`src/rtl/instr_fetch_unit.sv`:
```
// instr_fetch_unit: owns the fetch PC and keeps at most one instruction-memory
// request outstanding. It hands each (pc, instruction) pair to decode over valid/ready.
//
// state | meaning
// IDLE  | just out of reset; the first request goes out on the next cycle
// FETCH | request for fetch_pc presented to instruction memory
// WAIT  | request accepted, waiting for its single response
// OUT   | instruction captured and presented to decode
// HALT  | misaligned redirect seen; frozen until reset
module instr_fetch_unit #(
  parameter logic [31:0] BASE_PC = 32'h0000_0000,
  parameter int          XLEN    = 32
) (
  input  logic            clk,
  input  logic            rst,
  output logic            o_imem_req_valid,
  input  logic            i_imem_req_ready,
  output logic [XLEN-1:0] o_imem_req_addr,
  input  logic            i_imem_rsp_valid,
  input  logic [XLEN-1:0] i_imem_rsp_data,
  input  logic            i_redirect_valid,
  input  logic [XLEN-1:0] i_redirect_pc,
  output logic            o_inst_valid,
  input  logic            i_inst_ready,
  output logic [XLEN-1:0] o_inst_pc,
  output logic [XLEN-1:0] o_inst,
  output logic            o_fetch_fault,
  output logic [XLEN-1:0] o_fault_pc
);

  if (BASE_PC[1:0] != 2'b00) begin : g_base_pc_check
    $error("instr_fetch_unit: BASE_PC must be 4-byte aligned");
  end

  if (XLEN != 32) begin : g_xlen_check
    $error("instr_fetch_unit: only XLEN=32 is supported");
  end

  typedef enum logic [2:0] {
    S_IDLE  = 3'd0,
    S_FETCH = 3'd1,
    S_WAIT  = 3'd2,
    S_OUT   = 3'd3,
    S_HALT  = 3'd4
  } state_t;

  state_t            r_state;
  state_t            w_state_nxt;
  logic [XLEN-1:0]   r_fetch_pc;
  logic              r_drop_pending;
  logic [XLEN-1:0]   r_inst_pc;
  logic [XLEN-1:0]   r_inst;
  logic              r_fetch_fault;
  logic [XLEN-1:0]   r_fault_pc;

  logic w_redir_live;
  logic w_redir_go;
  logic w_redir_bad;
  logic w_req_acc;
  logic w_rsp_in;
  logic w_inst_hs;
  logic w_capture;

  // Redirects only matter while the fetch pipeline is active.
  assign w_redir_live = i_redirect_valid &&
                        (r_state == S_FETCH || r_state == S_WAIT || r_state == S_OUT);
  assign w_redir_go   = w_redir_live && (i_redirect_pc[1:0] == 2'b00);
  assign w_redir_bad  = w_redir_live && (i_redirect_pc[1:0] != 2'b00);
  assign w_req_acc    = (r_state == S_FETCH) && i_imem_req_ready;
  assign w_rsp_in     = (r_state == S_WAIT) && i_imem_rsp_valid;
  assign w_inst_hs    = (r_state == S_OUT) && i_inst_ready;
  // A response is kept only if it was not already marked stale and no redirect
  // arrives alongside it.
  assign w_capture    = w_rsp_in && !r_drop_pending && !w_redir_live;

  // State register.
  always_ff @(posedge clk) begin
    if (rst) begin
      r_state <= S_IDLE;
    end else begin
      r_state <= w_state_nxt;
    end
  end

  // Next-state selection; a misaligned redirect wins over everything else.
  always_comb begin
    w_state_nxt = r_state;
    case (r_state)
      S_IDLE:  w_state_nxt = S_FETCH;
      S_FETCH: begin
        if (w_redir_bad)           w_state_nxt = S_HALT;
        else if (i_imem_req_ready) w_state_nxt = S_WAIT;
      end
      S_WAIT: begin
        if (w_redir_bad)           w_state_nxt = S_HALT;
        else if (i_imem_rsp_valid) w_state_nxt = w_capture ? S_OUT : S_FETCH;
      end
      S_OUT: begin
        if (w_redir_bad)                     w_state_nxt = S_HALT;
        else if (w_redir_go || i_inst_ready) w_state_nxt = S_FETCH;
      end
      S_HALT:  w_state_nxt = S_HALT;
      default: w_state_nxt = S_IDLE;
    endcase
  end

  // Handshake outputs decoded from the state.
  always_comb begin
    o_imem_req_valid = 1'b0;
    o_inst_valid     = 1'b0;
    case (r_state)
      S_FETCH: o_imem_req_valid = 1'b1;
      S_OUT:   o_inst_valid     = 1'b1;
      default: begin
        o_imem_req_valid = 1'b0;
        o_inst_valid     = 1'b0;
      end
    endcase
  end

  // Fetch PC sequencing and the stale-response marker.
  always_ff @(posedge clk) begin
    if (rst) begin
      r_fetch_pc     <= BASE_PC;
      r_drop_pending <= 1'b0;
    end else begin
      if (w_redir_go) begin
        r_fetch_pc <= i_redirect_pc;
      end else if (w_inst_hs) begin
        r_fetch_pc <= r_fetch_pc + XLEN'(4);
      end
      // The request accepted in a redirect cycle is already in flight, so its
      // response must be thrown away when it returns.
      if (w_rsp_in || w_redir_bad) begin
        r_drop_pending <= 1'b0;
      end else if (w_redir_go && (w_req_acc || r_state == S_WAIT)) begin
        r_drop_pending <= 1'b1;
      end
    end
  end

  // Capture the returned instruction together with the PC it was fetched from.
  always_ff @(posedge clk) begin
    if (rst) begin
      r_inst_pc <= '0;
      r_inst    <= '0;
    end else if (w_capture) begin
      r_inst_pc <= r_fetch_pc;
      r_inst    <= i_imem_rsp_data;
    end
  end

  // Sticky fault record for a misaligned redirect target.
  always_ff @(posedge clk) begin
    if (rst) begin
      r_fetch_fault <= 1'b0;
      r_fault_pc    <= '0;
    end else if (w_redir_bad) begin
      r_fetch_fault <= 1'b1;
      r_fault_pc    <= i_redirect_pc;
    end
  end

  assign o_imem_req_addr = r_fetch_pc;
  assign o_inst_pc       = r_inst_pc;
  assign o_inst          = r_inst;
  assign o_fetch_fault   = r_fetch_fault;
  assign o_fault_pc      = r_fault_pc;

endmodule

```
`config.mk`:
```
export PLATFORM = sky130hd
export DESIGN_NAME = instr_fetch_unit
export DESIGN_NICKNAME = d
export VERILOG_FILES = /design/src/rtl/instr_fetch_unit.sv
export SDC_FILE = /design/constraint.sdc
export NUM_CORES = 1
export LEC_CHECK = 0
export ABC_CLOCK_PERIOD_IN_PS = 4550
export CORE_MARGIN = 10
export CORE_UTILIZATION = 47
export DETAILED_ROUTE_END_ITERATION = 7
export GPL_TIMING_DRIVEN = 0
export PLACE_DENSITY_LB_ADDON = 0.2
export SYNTH_ARGS = -nofsm -noshare
export SYNTH_HDL_FRONTEND = slang
export SYNTH_SLANG_ARGS = --single-unit
```
`constraint.sdc`:
```
create_clock -name clk -period 4.55 [get_ports clk]
set_input_delay 0.91 -clock clk [delete_from_list [all_inputs] [get_ports clk]]
set_output_delay 0.91 -clock clk [all_outputs]
set_load 0.01 [all_outputs]
```
== Word-level counts from Yosys, hierarchy flattened ==
Index checks and enable logic that the tools add are counted.

* Register bits after elaboration: 133
* Word-level logic and storage cells: 49
* Input bits: 70
* Output and inout bits: 131

* Eq/ne operators: 7
* $add $sub $neg: 1
* Mux-type cells: 12
* Reductions and logical operators: 22

{| class="wikitable"
|+ Operators with widths
! kind !! number
|-
| two-way mux 32 bit || 2
|-
| adder 32 x 3 -> 32 bit (second input constant) || 1
|-
| two-way mux 3 bit || 6
|-
| one-hot mux 3 bit (5 select lines) || 1
|-
| logical AND 1 bit || 9
|-
| == test 3 x 2 -> 1 bit (second input constant) || 2
|-
| != test 3 bit (second input constant) || 2
|-
| logical OR 1 bit || 5
|-
| nonzero test 2 bit || 2
|-
| == test 3 x 1 -> 1 bit (second input constant) || 1
|-
| == test 3 bit (second input constant) || 1
|-
| zero test 3 bit || 1
|-
| != test 3 x 2 -> 1 bit (second input constant) || 1
|-
| AND reduction 3 bit || 1
|-
| zero test 1 bit || 2
|-
| zero test 2 bit || 1
|-
| two-way mux 1 bit || 2
|-
| two-way mux 2 bit || 1
|-
| OR reduction 2 bit || 1
|}

== Logic depth before layout (Yosys ltp) ==
Gate-level depths: netlist of run 1.

* Depth in word-level cells: 10
* Mapped depth: 7
* Gate-level depth less buffers: 6

== Worst setup path after synthesis of run 1 ==
No wires, ideal clock.

* Kind: input-to-reg
* From: input port i_inst_ready
* To: register r_fetch_pc[27] (netlist: o_imem_req_addr[27])
* Data required time: 4464 ps
* Setup time: 86 ps
* Arrival time: 1951 ps
* Path buffers: 0
* Cell stages on the path: 5
* Slack: 2513 ps
* Path through: nand4b_4 > nor2_1 > nand4_2 > xor2_1 > a211oi_1

* Cells in the longest elaborated chain, start to end: 2

{| class="wikitable"
|+ RTL lines
! item !! line !! RTL
|-
| start: declaration || 24 || <nowiki>input logic i_inst_ready,</nowiki>
|-
| logical AND 1 bit || 71 || <nowiki>assign w_inst_hs = (r_state == S_OUT) && i_inst_ready;</nowiki>
|-
| nonzero test 2 bit (no source line) || -- ||
|-
| end signal: assignment || 128 || <nowiki>r_fetch_pc <= i_redirect_pc;</nowiki>
|-
| end signal: assignment || 130 || <nowiki>r_fetch_pc <= r_fetch_pc + XLEN'(4);</nowiki>
|-
| end: declaration || 49 || <nowiki>logic [XLEN-1:0] r_fetch_pc;</nowiki>
|}

No other way between the ends.
A chain may end at the register's enable or synchronous reset.

== Worst setup path after layout of run 1 ==
* From: register r_state[0]
* To: output port o_imem_req_valid

* Cells in the longest elaborated chain, start to end: 2

{| class="wikitable"
|+ RTL lines
! item !! line !! RTL
|-
| start: declaration || 47 || <nowiki>state_t r_state;</nowiki>
|-
| start signal: assignment || 81 || <nowiki>r_state <= w_state_nxt;</nowiki>
|-
| == test 3 x 1 -> 1 bit || 111 || <nowiki>case (r_state)</nowiki>
|-
| two-way mux 1 bit || 111 ||
|-
| end: declaration || 16 || <nowiki>output logic o_imem_req_valid,</nowiki>
|}

No other way between the ends.

==> reports/metrics.csv, run 1 <==
metric,value,unit
dr.pass1.iters,5,
cp_max_fo,10,
fin_nets,944,
drv_slew,0,
cts_resized,0,
grt_antenna_before_repair,0,
gp_congestion,0.822,
path_cells,buf_2 -> nor3b_1 -> clkdlybuf4s50_1,
row_count,38,
start_util,0.484,
route.vias.total,5465,
synth_area,5290,µm²
h-tree-depth,4,
yosysUniqueCellTypes,40,
drive_gt1_frac,0.0588,
p_total,3.07,mW
fin_crit,2.75,ns
clock_skew,0.0114,ns
cts_buffer_depth,2,
synth_nets,726,
cts_hold_buf,0,
p_per_area,380,nW/µm²
grt_pass1_vias,5327,
drc,0,
timing.fmax,364,MHz
wire_per_inst,18.0,µm
setup_viol,0,
slowest_delay,0.61,ns
worst_setup_path_end_kind,output port,
cp.arrival,1.84,ns
die_h,126,µm
coreArea,10900,µm²
clkLatencyLatePin,0.42,ns
status,finished clean,
hold_viol,0,
die_w,126,µm
ys_ff_latch,133,
worst_slack,1.80,ns
min_path_type,reg -> reg,
synth_common_cells,"nand2_1, dfxtp_1, a21oi_1, nor2_1, clkbuf_1",
fin_area,8070,µm²
grt_pass1_wl,28600,µm
cts_buffers,17,
drt_wl_total,18500,µm
dieArea,15900,µm²
overflow,0,
tns,0,ns
maxCapViolations,0,
dpl_cell_area,7460,µm²
crit_start,r_state[0],
synth_top_area_cell,dfxtp_1,
yosysMostFrequentCell,nand2_1,
clk_pin_slew_worst_paths,0.05,ns
preCtsSetupSlack,1.48,ns
cts_setup_buffers,0,
slew_headroom,0.555,
tightest_slew,0.666,ns
cts_tree,done,
io_pins,201,
required,3.64,ns
vias_per_cell,5.33,
cts_root_buffer,clkbuf_16,
synth-edff-count,0,
syn_inst,655,
area_growth,52.4,%
synth_ff_type,dfxtp_1,
drt_iter0_drc,365,
crit_path_top_delay_cell,clkdlybuf4s50_1,
yosysSeqAreaShare,0.503,
netlist.area_leader.share,0.503,
antenna_left,0,
rsz0062_at_grt,no,
antenna_cells,0,
irDropWorstVdd,0.244,mV
grt_max_degree,17,
synth.avg_cell_area,8.08,µm²
yosys-top-cells-area,"dfxtp_1, nand2_1, a21oi_1",
fin_crit_sh,0.604,
startpoint_type,flop,
p_leak,2.82,nW
grt_util_all_layers,0.220,
rr_startpoint,r_state[2],
final_cells,1025,
dp_hpwl,13800,µm
numPortBuffers,199,
crit_type,reg -> out,
dp_cells,994,
yosys_warnings,0,
cts.sinks,133,
hp-start,o_inst_pc[29],
synth-async-reset-ratio,0,
## path summary, 6_finish.rpt
kind	to	slack, ns	cells after the start
min	o_inst_pc[29]	0.45	2
max	o_imem_req_valid	1.80	3
max reg2reg	o_fault_pc[17]	2.42	6
min reg2reg	o_inst_pc[29]	0.45	2
## where the power goes
group          internal (mW)  switching, mW  total, mW  leakage, nW
Clock                  0.924          0.498       1.42        0.293
Sequential              1.21         0.0435       1.26         1.08
Combinational          0.191          0.195      0.386         1.45
Total                   2.33          0.736       3.07         2.82
## state kept, by name, summed over array words and instances, names as in the netlist
name and flops:
o_fault_pc 32, o_imem_req_addr 32, o_inst 32, o_inst_pc 32
r_state 3, o_fetch_fault 1, r_drop_pending 1
## worst max-delay path: cells and delay by family (launching register included)
family | cells | cell delay [ns]
buf+inv | 2 | 0.83
flops | 1 | 0.34
simple gates | 1 | 0.26
## routing by layer
metal  GRT usage  wire length, µm  up-vias
li1            -                -     2631
met1       0.254             7450     2608
met2       0.375             9160      206
met3      0.0839             1650       20
met4      0.0556              197        0
met5           0                0        -
## through the flow
stage	hold slack [ns]	utilization
global placement	0.442	0.682
global route	0.469	0.738
CTS	0.454	0.738
detailed placement	0.447	0.682
floorplan	0.481	-
finish	0.453	0.738
## layout make-up
cell class,instances,area (µm²)
buffer,45,188
clock buffer,21,450
inverter,2,7.51
timing repair buffer,199,1990
tap,140,175
fill,835,2870
sequential,133,2660
clock inverter,10,155
multi-input combinational,475,2430
## cells by family after synthesis
family | Yosys count | synth area share
compound gates | 137 | 0.148
xor+xnor | 27 | 0.0447
fa+ha+maj | 1 | 0.00236
buf+inv | 47 | 0.0369
flops | 133 | 0.503
mux | 3 | 0.00591
simple gates | 307 | 0.259
## placed cells by master, fill, tap and decap left out, types with 3 or more instances in the layout
| cell type | netlist | routed |
|---|---|---|
| o21ai_1 | 5 | 5 |
| and3_1 | 10 | 10 |
| bufinv_16 | 0 | 4 |
| a211oi_1 | 18 | 18 |
| buf_2 | 9 | 9 |
| clkinv_2 | 0 | 4 |
| a211oi_2 | 6 | 6 |
| clkbuf_16 | 0 | 17 |
| nand3_1 | 8 | 8 |
| nor2_1 | 40 | 40 |
| nand4_1 | 11 | 11 |
| clkbuf_1 | 34 | 37 |
| nand2_1 | 209 | 209 |
| clkdlybuf4s50_1 | 0 | 199 |
| nand2b_1 | 3 | 3 |
| nor4_1 | 4 | 4 |
| xor2_1 | 20 | 20 |
| xnor2_1 | 7 | 7 |
| o22ai_1 | 3 | 3 |
| and2_1 | 3 | 3 |
| dfxtp_1 | 133 | 133 |
| a21oi_1 | 102 | 102 |
(Power assumes the default switching activity.)
==> run 2: changes to the inputs <==
--- a/config.mk
+++ b/config.mk
@@ -5,9 +5,9 @@
 export SDC_FILE = /design/constraint.sdc
 export NUM_CORES = 1
 export LEC_CHECK = 0
-export ABC_CLOCK_PERIOD_IN_PS = 4550
+export ABC_CLOCK_PERIOD_IN_PS = 2800
 export CORE_MARGIN = 10
-export CORE_UTILIZATION = 47
+export CORE_UTILIZATION = 44
 export DETAILED_ROUTE_END_ITERATION = 7
 export GPL_TIMING_DRIVEN = 0
 export PLACE_DENSITY_LB_ADDON = 0.2
==> constraint.sdc (replaced) <==
create_clock -name clk -period 2.8 [get_ports clk]
set_input_delay 0.56 -clock clk [delete_from_list [all_inputs] [get_ports clk]]
set_output_delay 0.56 -clock clk [all_outputs]
set_load 0.01 [all_outputs]
==> reports/metrics.csv, run 2 (same netlist as run 1, synthesis figures left out) <==
metric,value,unit
sw_frac_of_total,0.227,
worst_slack,0.430,ns
crit_type,reg -> out,
dieArea,16800,µm²
cts_hold_buf,0,
hp-start,o_inst_pc[9],
dp_hpwl,13800,µm
area_growth,53.9,%
slowest_delay,0.59,ns
p_leak,2.86,nW
antenna_left,0,
drive_gt1_frac,0.0598,
p_seq_frac,0.390,
path_cells,clkbuf_1 -> and3b_1 -> clkdlybuf4s50_1,
cp_max_fo,9,
preCtsSetupSlack,0.0573,ns
crit_start,r_state[2],
h-tree-depth,4,
wire_per_inst,17.7,µm
p_sw,1.19,mW
worst_setup_path_end_kind,output port,
grt_pass1_vias,5414,
startpoint_type,flop,
drt_iter0_drc,354,
crit_family,buffers and inverters,
setup_viol,0,
hold_viol,0,
cts_setup_buffers,0,
cts_root_buffer,clkbuf_16,
fin_crit,2.37,ns
drt_wl_total,18300,µm
vias_per_cell,5.23,
grt_antenna_before_repair,0,
numPortBuffers,199,
tns,0,ns
overflow,0,
antenna_cells,0,
path_buf_inv,2,
gp_congestion,0.809,
die_w,130,µm
die_h,130,µm
timing.fmax,422,MHz
crit_path_top_delay_cell,clkdlybuf4s50_1,
fin_nets,944,
slew_headroom,0.546,
clk_pin_slew_worst_paths,0.06,ns
cts_tree,done,
drc,0,
tightest_slew,0.681,ns
io_pins,201,
route.vias.total,5386,
p_per_area,643,nW/µm²
cts_buffer_depth,2,
cp.arrival,1.81,ns
drv_slew,0,
cts_resized,0,
clkLatencyLatePin,0.43,ns
grt_max_degree,17,
status,finished clean,
row_count,39,
irDropWorstVdd,0.546,mV
final_cell_mix,"nand2_1, clkdlybuf4s50_1, dfxtp_1",
intPower,4.05,mW
cts_buffers,17,
rr_startpoint,r_state[2],
dp_cells,997,
final_cells,1029,
clock_skew,0.00938,ns
start_util,0.456,
final_common_cell,nand2_1,
min_path_type,reg -> reg,
coreArea,11600,µm²
dr.pass1.iters,5,
pwr-share-comb,0.119,
grt_util_all_layers,0.215,
maxCapViolations,0,
rsz0062_at_grt,no,
cts.sinks,133,
required,2.24,ns
fin_crit_sh,0.846,
clkPwrFrac,0.491,
grt_pass1_wl,28400,µm
r2r_slack,0.67,ns
## run 2: changes by cell type in the layout (fill, tap and decap cells not counted), sizes merged
cell      before  now
clkinvlp       2    1
clkbuf        55   58
clkinv         4    1
bufinv         4    6
## run 2: cell type report
type | count | area (µm²)
multi-input combinational | 475 | 2430
clock inverter | 8 | 193
fill | 925 | 3470
clock buffer | 24 | 492
buffer | 45 | 188
inverter | 2 | 7.51
sequential | 133 | 2660
tap | 143 | 179
timing repair buffer | 199 | 1990
## run 2: power groups by stage
stage / sequential [mW] / clock, mW / combinational, mW
2_1_floorplan: 2.10 / 0 / 0.245
3_3_place_gp: 2.08 / 0 / 0.612
3_5_place_dp: 2.08 / 0 / 0.622
4_1_cts: 2.04 / 2.58 / 0.628
5_1_grt: 2.05 / 2.67 / 0.683
6_report: 2.04 / 2.57 / 0.624
## run 2: worst min-delay path: stages (launching register included)
cell and delay, ns:
dfxtp_1 0.30, nand2_1 0.05, a21oi_1 0.05
## run 2: metal layers
| metal | wire [µm] | GRT usage |
|---|---|---|
| met1 | 7300 | 0.241 |
| met3 | 1520 | 0.0824 |
| met4 | 284 | 0.0754 |
| met5 | 0 | 0 |
| met2 | 9150 | 0.367 |
## run 2: final timing paths
check | endpoint | depth (start not counted)
max | o_inst_valid | 3
min | o_inst_pc[9] | 2
max reg2reg | o_imem_req_addr[27] | 6
min reg2reg | o_inst_pc[9] | 2
## run 2: through the flow
step | power (mW) | util | area [µm²] | hold WS (ns)
detailed placement | 2.70 | 0.643 | 7460 | 0.445
global placement | 2.69 | 0.643 | 7460 | 0.442
global route | 5.41 | 0.702 | 8150 | 0.477
floorplan | 2.35 | - | 5290 | 0.481
finish | 5.24 | 0.702 | 8150 | 0.449
CTS | 5.25 | 0.702 | 8150 | 0.453
